### config.mk
export PLATFORM = sky130hd
export DESIGN_NAME = bcd_to_bin_8bit
export DESIGN_NICKNAME = d
export VERILOG_FILES = /design/src/rtl/bcd_to_bin_8bit.sv
export SDC_FILE = /design/constraint.sdc
export NUM_CORES = 1
export LEC_CHECK = 0
export ABC_AREA = 0
export CAP_MARGIN = 30
export CORE_AREA = 2 2 84 66
export DETAILED_ROUTE_END_ITERATION = 8
export DIE_AREA = 0 0 86 68
export PLACE_DENSITY = 0.63
export SLEW_MARGIN = 25
export SYNTH_ARGS = -nofsm -noshare
export SYNTH_HDL_FRONTEND = slang
export SYNTH_SLANG_ARGS = --single-unit
### constraint.sdc
create_clock -name clk -period 5.45 [get_ports clk]
set_input_delay 1.635 -clock clk [delete_from_list [all_inputs] [get_ports clk]]
set_output_delay 1.635 -clock clk [all_outputs]
set_load 0.01 [all_outputs]
### src/rtl/bcd_to_bin_8bit.sv
// Three-digit BCD to 8-bit binary converter: serial multiply-accumulate over three
// cycles, saturating at 8'hFF, with an invalid-digit error flag.
module bcd_to_bin_8bit (
    input  logic       clk,
    input  logic       rst_n,
    input  logic       start,
    input  logic [3:0] centena_in,
    input  logic [3:0] dezena_in,
    input  logic [3:0] unidade_in,
    output logic [7:0] S,
    output logic       overflow,
    output logic       err_digit,
    output logic       busy,
    output logic       done
);

    typedef enum logic [1:0] {
        IDLE = 2'd0,
        CONV = 2'd1,
        DONE = 2'd2
    } state_t;

    state_t     state_r;
    logic [9:0] acc_r;
    logic [1:0] step_r;
    logic [3:0] cen_r;
    logic [3:0] dez_r;
    logic [3:0] uni_r;

    logic [3:0] digit_s;
    logic [9:0] next_acc_s;
    logic       bad_s;

    function automatic logic [9:0] times_ten(input logic [9:0] v);
        return (v << 3) + (v << 1);
    endfunction

    function automatic logic digit_invalid(input logic [3:0] d);
        return d > 4'd9;
    endfunction

    // Select the digit for the current step and form the next accumulator value
    always_comb begin
        digit_s = 4'd0;
        case (step_r)
            2'd0:    digit_s = cen_r;
            2'd1:    digit_s = dez_r;
            default: digit_s = uni_r;
        endcase
        next_acc_s = times_ten(acc_r) + {6'd0, digit_s};
        bad_s      = digit_invalid(cen_r) | digit_invalid(dez_r) | digit_invalid(uni_r);
    end

    // busy is decoded from the state register alone, so it carries no combinational input path
    assign busy = (state_r != IDLE);

    // Conversion FSM with registered results and done pulse
    always_ff @(posedge clk or negedge rst_n) begin
        if (!rst_n) begin
            state_r   <= IDLE;
            acc_r     <= 10'd0;
            step_r    <= 2'd0;
            cen_r     <= 4'd0;
            dez_r     <= 4'd0;
            uni_r     <= 4'd0;
            S         <= 8'h00;
            overflow  <= 1'b0;
            err_digit <= 1'b0;
            done      <= 1'b0;
        end else begin
            case (state_r)
                IDLE: begin
                    done <= 1'b0;
                    if (start) begin
                        cen_r   <= centena_in;
                        dez_r   <= dezena_in;
                        uni_r   <= unidade_in;
                        acc_r   <= 10'd0;
                        step_r  <= 2'd0;
                        state_r <= CONV;
                    end else begin
                        state_r <= IDLE;
                    end
                end
                CONV: begin
                    acc_r  <= next_acc_s;
                    step_r <= step_r + 2'd1;
                    if (step_r == 2'd2) begin
                        done    <= 1'b1;
                        state_r <= DONE;
                        // Invalid digits take priority; the accumulator may wrap in that case
                        if (bad_s) begin
                            S         <= 8'h00;
                            overflow  <= 1'b0;
                            err_digit <= 1'b1;
                        end else if (next_acc_s > 10'd255) begin
                            S         <= 8'hFF;
                            overflow  <= 1'b1;
                            err_digit <= 1'b0;
                        end else begin
                            S         <= next_acc_s[7:0];
                            overflow  <= 1'b0;
                            err_digit <= 1'b0;
                        end
                    end else begin
                        state_r <= CONV;
                    end
                end
                DONE: begin
                    done    <= 1'b0;
                    state_r <= IDLE;
                end
                default: begin
                    done    <= 1'b0;
                    state_r <= IDLE;
                end
            endcase
        end
    end

endmodule

==> results of run 1 <==
[per-layer routing]
layer,vias to the layer above,GRT usage
met5,-,0
met4,0,0.0655
met3,8,0.0398
met2,33,0.214
met1,641,0.234
li1,679,-
[through the flow]
step | area, um^2 | instances | util | setup WS (ps) | hold WS (ps)
CTS | 2380 | 266 | 0.468 | 1860 | 481
floorplan | 1960 | 171 | - | 2310 | 440
detailed placement | 2290 | 258 | 0.450 | 1940 | 467
finish | 2380 | 266 | 0.468 | 1840 | 478
global route | 2380 | 266 | 0.468 | 1630 | 504
global placement | 2290 | 258 | 0.450 | 1870 | 468
[cells by family after synthesis]
family          share of synthesized area
mux                                0.0742
compound gates                      0.196
xor+xnor                           0.0493
simple gates                       0.0614
buf+inv                            0.0288
fa+ha+maj                           0.129
flops                               0.461
[final timing paths]
check                             to  slack [ps]  depth (start not counted)
hold reg to reg                 S[4]         480                          1
max in group asynchronous       S[6]        3370                          2
min in group asynchronous  step_r[0]        1760                          2
setup reg to reg                S[5]        1840                         13
setup / recovery                S[5]        1840                         13
hold / removal                  S[4]         480                          1
[cells in the final DEF (no fill, tap or decap), drive strengths merged, types with 2 or more instances in the layout]
| cell | netlist | routed |
|---|---|---|
| dfrtp | 36 | 36 |
| clkdlybuf4s50 | 0 | 26 |
| ha | 17 | 17 |
| nand2 | 15 | 15 |
| o21ai | 14 | 14 |
| inv | 12 | 12 |
| mux2 | 12 | 12 |
| a21o | 11 | 11 |
| a31oi | 8 | 8 |
| clkbuf | 1 | 8 |
| a21oi | 7 | 7 |
| nor2 | 6 | 6 |
| xor2 | 5 | 5 |
| a22o | 3 | 3 |
| o21bai | 3 | 3 |
| xnor2 | 3 | 3 |
| o22ai | 3 | 3 |
| a22oi | 2 | 2 |
| fa | 2 | 2 |
| a211oi | 2 | 2 |
[sequential cells by signal (all words and copies together) (netlist names)]
| name | count |
|---|---|
| overflow | 1 |
| state_r | 2 |
| done | 1 |
| S | 8 |
| step_r | 2 |
| acc_r | 9 |
| dez_r | 4 |
| cen_r | 4 |
| uni_r | 4 |
| err_digit | 1 |
[layout make-up]
cell class              instances  area (um^2)
multi-input cells             121         1000
clock buffers                   8         90.1
fillers                       494         2710
repair buffers                 27          268
flip-flops and latches         36          901
well taps                      62         77.6
inverters                      12         45.0
==> flow_summary.toml, run 1 <==
[outcome]
status = "finished clean"

[clock_tree]
cts_max_level = 2
post-cts-setup-buffers = 0
cts_sinks = 36
cts_tree = "built"
postCtsHoldBufs = 0
cts_made_buffers = 5
cts-root-buf = "clkbuf_8"
clock_latency_ps = 290
cts_buffer_depth = 2
cts.clk_slew.worst_paths_ps = 70
cts_resized = 0

[logic_synthesis]
synth_top_area_share = 0.461
yosys.area.top_type = "dfrtp_1"
synth_edf_count = 0
synth_commonest_cells = "dfrtp_1 (36), ha_1 (17), nand2_1 (14), o21ai_0 (14)"
synth.distinct_cells = 37
syn-cell-area_um2 = 1960
yosys_warnings = 0
ys.flop_type = "dfrtp_1"
seq_area_frac_synth = 0.461
synth_fp_nets = 205
async_reset_ff_frac = 1.00
postSynthAreaPerCell_um2 = 11.4
synth-seq-cells = 36
netlist_top_cells_area = "dfrtp_1 (46%), ha_1 (11%), mux2_2 (6.9%)"
syn_inst = 171
yosysMostFrequentCell = "dfrtp_1"

[routing]
vias = 1361
vias_per_cell = 5.12
routed-wl-met3_um = 179
totalWireLength_mm = 3.90
firstDrtPassIters = 4
wl_met1_mm = 2.14
dr.max_layer_used = "met4"
drt_iter0_drc = 85
drcViolationCount = 0
met2_length_mm = 1.51
routedWlPerCell_um = 14.7
ant_nets = 0

[sta]
maxSlewViolCount = 0
fmax_ghz = 0.277
finClkSkew_ps = 4.26
layout_min_cycle_time_ps = 3610
setup_violations = 0
tightest_slew_ps = 796
fin_setup_tns_ps = 0
timing_hold_violations_final = 0
slew_headroom = 0.468
fin_crit_sh = 0.662
rsz0062_at_grt = "no"

[finish]
layout-area-overhead-vs-synth_pct = 21.8
diodes = 0
fin_nets = 237
drive_gt1_frac = 0.162

[critical_path]
cpMaxStageDelayCell = "fa_1"
crit_arrival_ps = 3790
cp.required_ps = 5630
crit_path_end_kind = "flip-flop"
critPathMaxStageDelay_ps = 500
crit_type = "flip-flop to flip-flop"
crit_buf_inv = 2
cp_top_family = "adder cells"
startpoint_type = "flip-flop"
worst-path-max-fanout = 10
crit_start = "step_r[0]"
crit-reg2reg-launch = "step_r[0]"
worstPathCellList = "inv_1 > ha_1 > nor2_1 > a21oi_1 > fa_1 > inv_1 > fa_1 > a211oi_2 > o21bai_2 > a21oi_4 > xor2_4 > a31oi_1 > a21o_1"

[global_routing]
antenna_found_initial = 0
globalRouteOverflowTotal = 0
grt_first_pass_wirelength_mm = 6.84
grt_max_degree = 37
grt_pass1_vias = 1379
grt.total_usage = 0.157

[floorplanning]
rows = 23
core_region_area_um2 = 5090
die_x_um = 86
start_util = 0.384
ios = 27
die_h_um = 68
fp.dieArea_um2 = 5850

[placed_design]
place.gp.congestion = 0.784
io_buffer_count = 26
hpwl_mm = 2.82

[job]
maxCapViolCount = 0

[worst_hold_path]
hold_path.class = "flip-flop to flip-flop"
worstHoldStart = "S[4]"
Power of run 1 is left out: the tool's default activity adds up to more than one toggle a clock period on the data nets, which glitch-free logic cannot reach.
==> run 2: changes to the inputs <==
==> constraint.sdc (replaced) <==
create_clock -name clk -period 3.55 [get_ports clk]
set_input_delay 1.065 -clock clk [delete_from_list [all_inputs] [get_ports clk]]
set_output_delay 1.065 -clock clk [all_outputs]
set_load 0.01 [all_outputs]
==> run 2 against run 1 <==
Via count up 1.8%; setup slack worse by 1600 ps; first-iteration DRC count down 9.4%; hold slack better by 0.89 ps; critical path depth unchanged; clock-buffer cell count down 2; cell count up 0.75%; register-to-register slack worse by 1600 ps; die area unchanged; non-clock buffer count up 1; sequential share of layout area down 0.64 points; clock skew up 4.0 ps; critical path type unchanged.
==> flow_summary.toml, run 2 (synthesized netlist as in run 1, its figures left out) <==
[routing]
vias_per_cell = 5.17
drt_iter0_drc = 77
routedWlPerCell_um = 15.1
vias = 1386
firstDrtPassIters = 4
totalWireLength_mm = 4.05
drcViolationCount = 0
ant_nets = 0

[global_routing]
grt_pass1_vias = 1329
grt_first_pass_wirelength_mm = 7.10
grt.total_usage = 0.165
grt_max_degree = 37
antenna_found_initial = 0
globalRouteOverflowTotal = 0

[critical_path]
startpoint_type = "flip-flop"
cp.required_ps = 3740
crit_start = "step_r[0]"
crit_arrival_ps = 3510
crit_type = "flip-flop to flip-flop"
worst-path-max-fanout = 5
crit_path_end_kind = "flip-flop"
cp_top_family = "adder cells"
crit-reg2reg-launch = "step_r[0]"
worstPathCellList = "inv_1 > ha_1 > nor2_2 > a21oi_1 > fa_1 > inv_1 > fa_1 > a211oi_2 > o21bai_2 > a21oi_4 > xor2_2 > a31oi_1 > a21o_1"
critPathMaxStageDelay_ps = 480
crit_buf_inv = 2
cpMaxStageDelayCell = "fa_1"

[finish]
top_regs = "acc_r: 9 flops, S: 8 flops"
fill_cells = 487
largest_register_ffs = 9
fin_nets = 239
drive_gt1_frac = 0.175
layout-area-overhead-vs-synth_pct = 23.9
final_cell_mix = "dfrtp_1 (36), clkdlybuf4s50_1 (26), ha_1 (17)"
diodes = 0
final_cell_area_um2 = 2420
final_common_cell = "dfrtp_1"
top_register = "acc_r"

[sta]
layout_min_cycle_time_ps = 3320
finClkSkew_ps = 8.27
slew_headroom = 0.506
rsz0062_at_grt = "no"
tightest_slew_ps = 739
fin_setup_tns_ps = 0
maxSlewViolCount = 0
timing_hold_violations_final = 0
fin_crit_sh = 0.936
fmax_ghz = 0.301
setup_violations = 0

[clock_tree]
cts_buffer_depth = 2
cts.clk_slew.worst_paths_ps = 70
cts_sinks = 36
cts_tree = "built"
cts_max_level = 2
cts-root-buf = "clkbuf_8"
clock_latency_ps = 290
cts_made_buffers = 5
postCtsHoldBufs = 0

[floorplanning]
core_region_area_um2 = 5090
die_h_um = 68
ios = 27
fp.dieArea_um2 = 5850
die_x_um = 86
rows = 23
start_util = 0.384

[worst_hold_path]
worstHoldStart = "S[6]"
hold_path.class = "flip-flop to flip-flop"

[placed_design]
postPlaceCellArea_um2 = 2300
place.gp.congestion = 0.839
io_buffer_count = 26
hpwl_mm = 2.89

[job]
maxCapViolCount = 0

[outcome]
status = "finished clean"
## run 2: cell type report
class	count	area, um^2	area share
Timing Repair Buffer	28	275	0.114
Tap cell	62	77.6	0.0320
Clock buffer	6	72.6	0.0299
Inverter	12	45.0	0.0186
Sequential cell	36	901	0.372
Clock inverter	2	35.0	0.0145
Multi-Input combinational cell	122	1020	0.420
## run 2: stage by stage
stage | util | instances | worst slack [ps] | hold slack (ps)
after global routing | 0.476 | 268 | 37.9 | 493
after global placement | 0.451 | 259 | 240 | 465
after detailed placement | 0.451 | 259 | 161 | 469
final | 0.476 | 268 | 225 | 479
after CTS | 0.472 | 267 | 132 | 486
after floorplan | - | 171 | 412 | 440
## run 2: path summary, 6_finish.rpt
path	endpoint	depth (start not counted)	slack [ps]
worst min register to register	S[6]	1	480
worst max register to register	S[3]	13	230
worst max-delay path	S[3]	13	230
worst min-delay path	S[6]	1	480
max in group asynchronous	step_r[0]	2	2030
min in group asynchronous	uni_r[1]	2	1200
## run 2: worst register-to-register path: cells and delay by family, from the launching register on
kind	cells	cell delay [ps]
AND/OR/NAND/NOR	1	190
AO/OA/AOI/OAI	6	1010
buffers and inverters	2	130
adder cells (fa/ha/maj)	3	1230
flip-flops	1	380
XOR/XNOR	1	280
## run 2: routing by layer
layer,vias up,share of wire,global-route usage
li1,678,-,-
met1,658,0.56,0.258
met2,43,0.37,0.204
met3,7,0.061,0.0531
met4,0,0.012,0.0595
met5,-,0,0
## run 2: repair_timing
item                                   in CTS  in global routing
setup endpoints to repair                   0                  9
endpoints found under the hold margin       0                  0
buffers inserted                            0                  0
resized for setup                           0                  1
Power of run 2 is left out for the same reason.
==> run 3: changes to the inputs <==
--- a/config.mk
+++ b/config.mk
@@ -7,10 +7,10 @@
 export LEC_CHECK = 0
 export ABC_AREA = 0
 export CAP_MARGIN = 30
-export CORE_AREA = 2 2 84 66
+export CORE_AREA = 2 2 76 60
 export DETAILED_ROUTE_END_ITERATION = 8
-export DIE_AREA = 0 0 86 68
-export PLACE_DENSITY = 0.63
+export DIE_AREA = 0 0 78 62
+export PLACE_DENSITY = 0.74
 export SLEW_MARGIN = 25
 export SYNTH_ARGS = -nofsm -noshare
 export SYNTH_HDL_FRONTEND = slang
==> run 3 against run 2 <==
Via count increased by 0.36%; clock skew decreased by 3.7 ps; critical endpoint is now S[6]; core utilization is 10 points higher; setup slack better by 1.9 ps.
==> flow_summary.toml, run 3 (synthesized netlist as in run 1, its figures left out) <==
[placed_design]
place.gp.congestion = 0.802
hpwl_mm = 2.85
io_buffer_count = 26

[floorplanning]
die_x_um = 78
die_h_um = 62
start_util = 0.465
rows = 21
fp.dieArea_um2 = 4840
ios = 27
core_region_area_um2 = 4200

[sta]
slew_headroom = 0.502
fin_crit_sh = 0.936
fmax_ghz = 0.301
finClkSkew_ps = 4.54
maxSlewViolCount = 0
timing_hold_violations_final = 0
setup_violations = 0
layout_min_cycle_time_ps = 3320
whs_ps = 483
tightest_slew_ps = 746

[clock_tree]
cts_sinks = 36
clock_latency_ps = 300
cts_max_level = 2
cts_made_buffers = 5
postCtsHoldBufs = 0
cts_tree = "built"
cts.clk_slew.worst_paths_ps = 70
cts_buffer_depth = 2
cts-root-buf = "clkbuf_8"

[finish]
layout-area-overhead-vs-synth_pct = 24.4
top_regs = "acc_r: 9 flops, S: 8 flops"
diodes = 0
largest_register_ffs = 9
top_register = "acc_r"
final_cell_mix = "dfrtp_1 (36), clkdlybuf4s50_1 (26), ha_1 (16)"
final_common_cell = "dfrtp_1"
fin_nets = 240
drive_gt1_frac = 0.188

[global_routing]
globalRouteOverflowTotal = 0
grt_max_degree = 37
grt_first_pass_wirelength_mm = 6.89
antenna_found_initial = 0
grt_pass1_vias = 1433
grt.total_usage = 0.193

[critical_path]
crit_arrival_ps = 3510
reg2regPathDepth = 13
worstPathCellList = "inv_1 > ha_1 > a22o_1 > a21oi_1 > fa_1 > inv_1 > fa_1 > a211oi_2 > o21bai_2 > a21oi_4 > xor2_2 > a31oi_1 > a21o_1"
cpMaxStageDelayCell = "fa_1"
cp.required_ps = 3740
cp_top_family = "adder cells"
crit_cells = 13
worst-path-max-fanout = 5
critPathMaxStageDelay_ps = 480
crit_buf_inv = 2
crit_path_end_kind = "flip-flop"
crit_type = "flip-flop to flip-flop"
startpoint_type = "flip-flop"

[routing]
wl_met1_mm = 2.18
vias = 1391
vias_per_cell = 5.27
drcViolationCount = 0
routedWlPerCell_um = 14.9
totalWireLength_mm = 3.93
met2_length_mm = 1.54
routed-wl-met3_um = 159
drt_iter0_drc = 82
firstDrtPassIters = 4
dr.max_layer_used = "met4"
ant_nets = 0

[worst_hold_path]
min_path_cells = 1
hold_path.class = "flip-flop to flip-flop"

[outcome]
status = "finished clean"

[job]
maxCapViolCount = 0
run 3: final timing paths:
check                           from        to  slack [ps]
hold / removal                  S[6]      S[6]         480
setup reg to reg           step_r[1]      S[6]         230
hold reg to reg                 S[6]      S[6]         480
max in group asynchronous      rst_n  acc_r[7]        2040
setup / recovery           step_r[1]      S[6]         230
min in group asynchronous      rst_n      S[4]        1180
run 3: metal layers:
layer / global-route usage / up-vias
met5: 0 / -
li1: - / 677
met1: 0.277 / 676
met2: 0.283 / 32
met4: 0.0627 / 0
met3: 0.0607 / 6
run 3: final cells by class:
type	count	area, um^2
clock buffer	6	72.6
clock inverter	2	35.0
fill	384	1770
inverter	12	45.0
multi-input combinational	122	1020
sequential	36	901
tap	57	71.3
timing repair buffer	29	283
run 3: through the flow:
stage | utilization | worst slack, ps | instance area, um^2 | instances | TNS (ps)
after floorplan | - | 412 | 1960 | 171 | 0
after global placement | 0.545 | 247 | 2290 | 254 | 0
after detailed placement | 0.545 | 195 | 2290 | 254 | 0
after CTS | 0.571 | 154 | 2400 | 262 | 0
after global routing | 0.579 | -15.2 | 2430 | 264 | -42.0
final | 0.579 | 227 | 2430 | 264 | 0
run 3: worst reg2reg max path, stage by stage (launching register included):
cell      delay (ps)
dfrtp_1          410
inv_1            100
ha_1             290
a22o_1           160
a21oi_1           50
fa_1             480
inv_1             60
fa_1             480
a211oi_2         270
o21bai_2         120
a21oi_4          230
xor2_2           270
a31oi_1          130
a21o_1           170
run 3: what timing repair did:
action | in CTS | in global routing
endpoints found under the hold margin | 0 | 0
buffers inserted | 0 | 1
endpoints found under the setup margin | 0 | 9
gates resized for setup | 0 | 3
Power of run 3 is left out for the same reason.
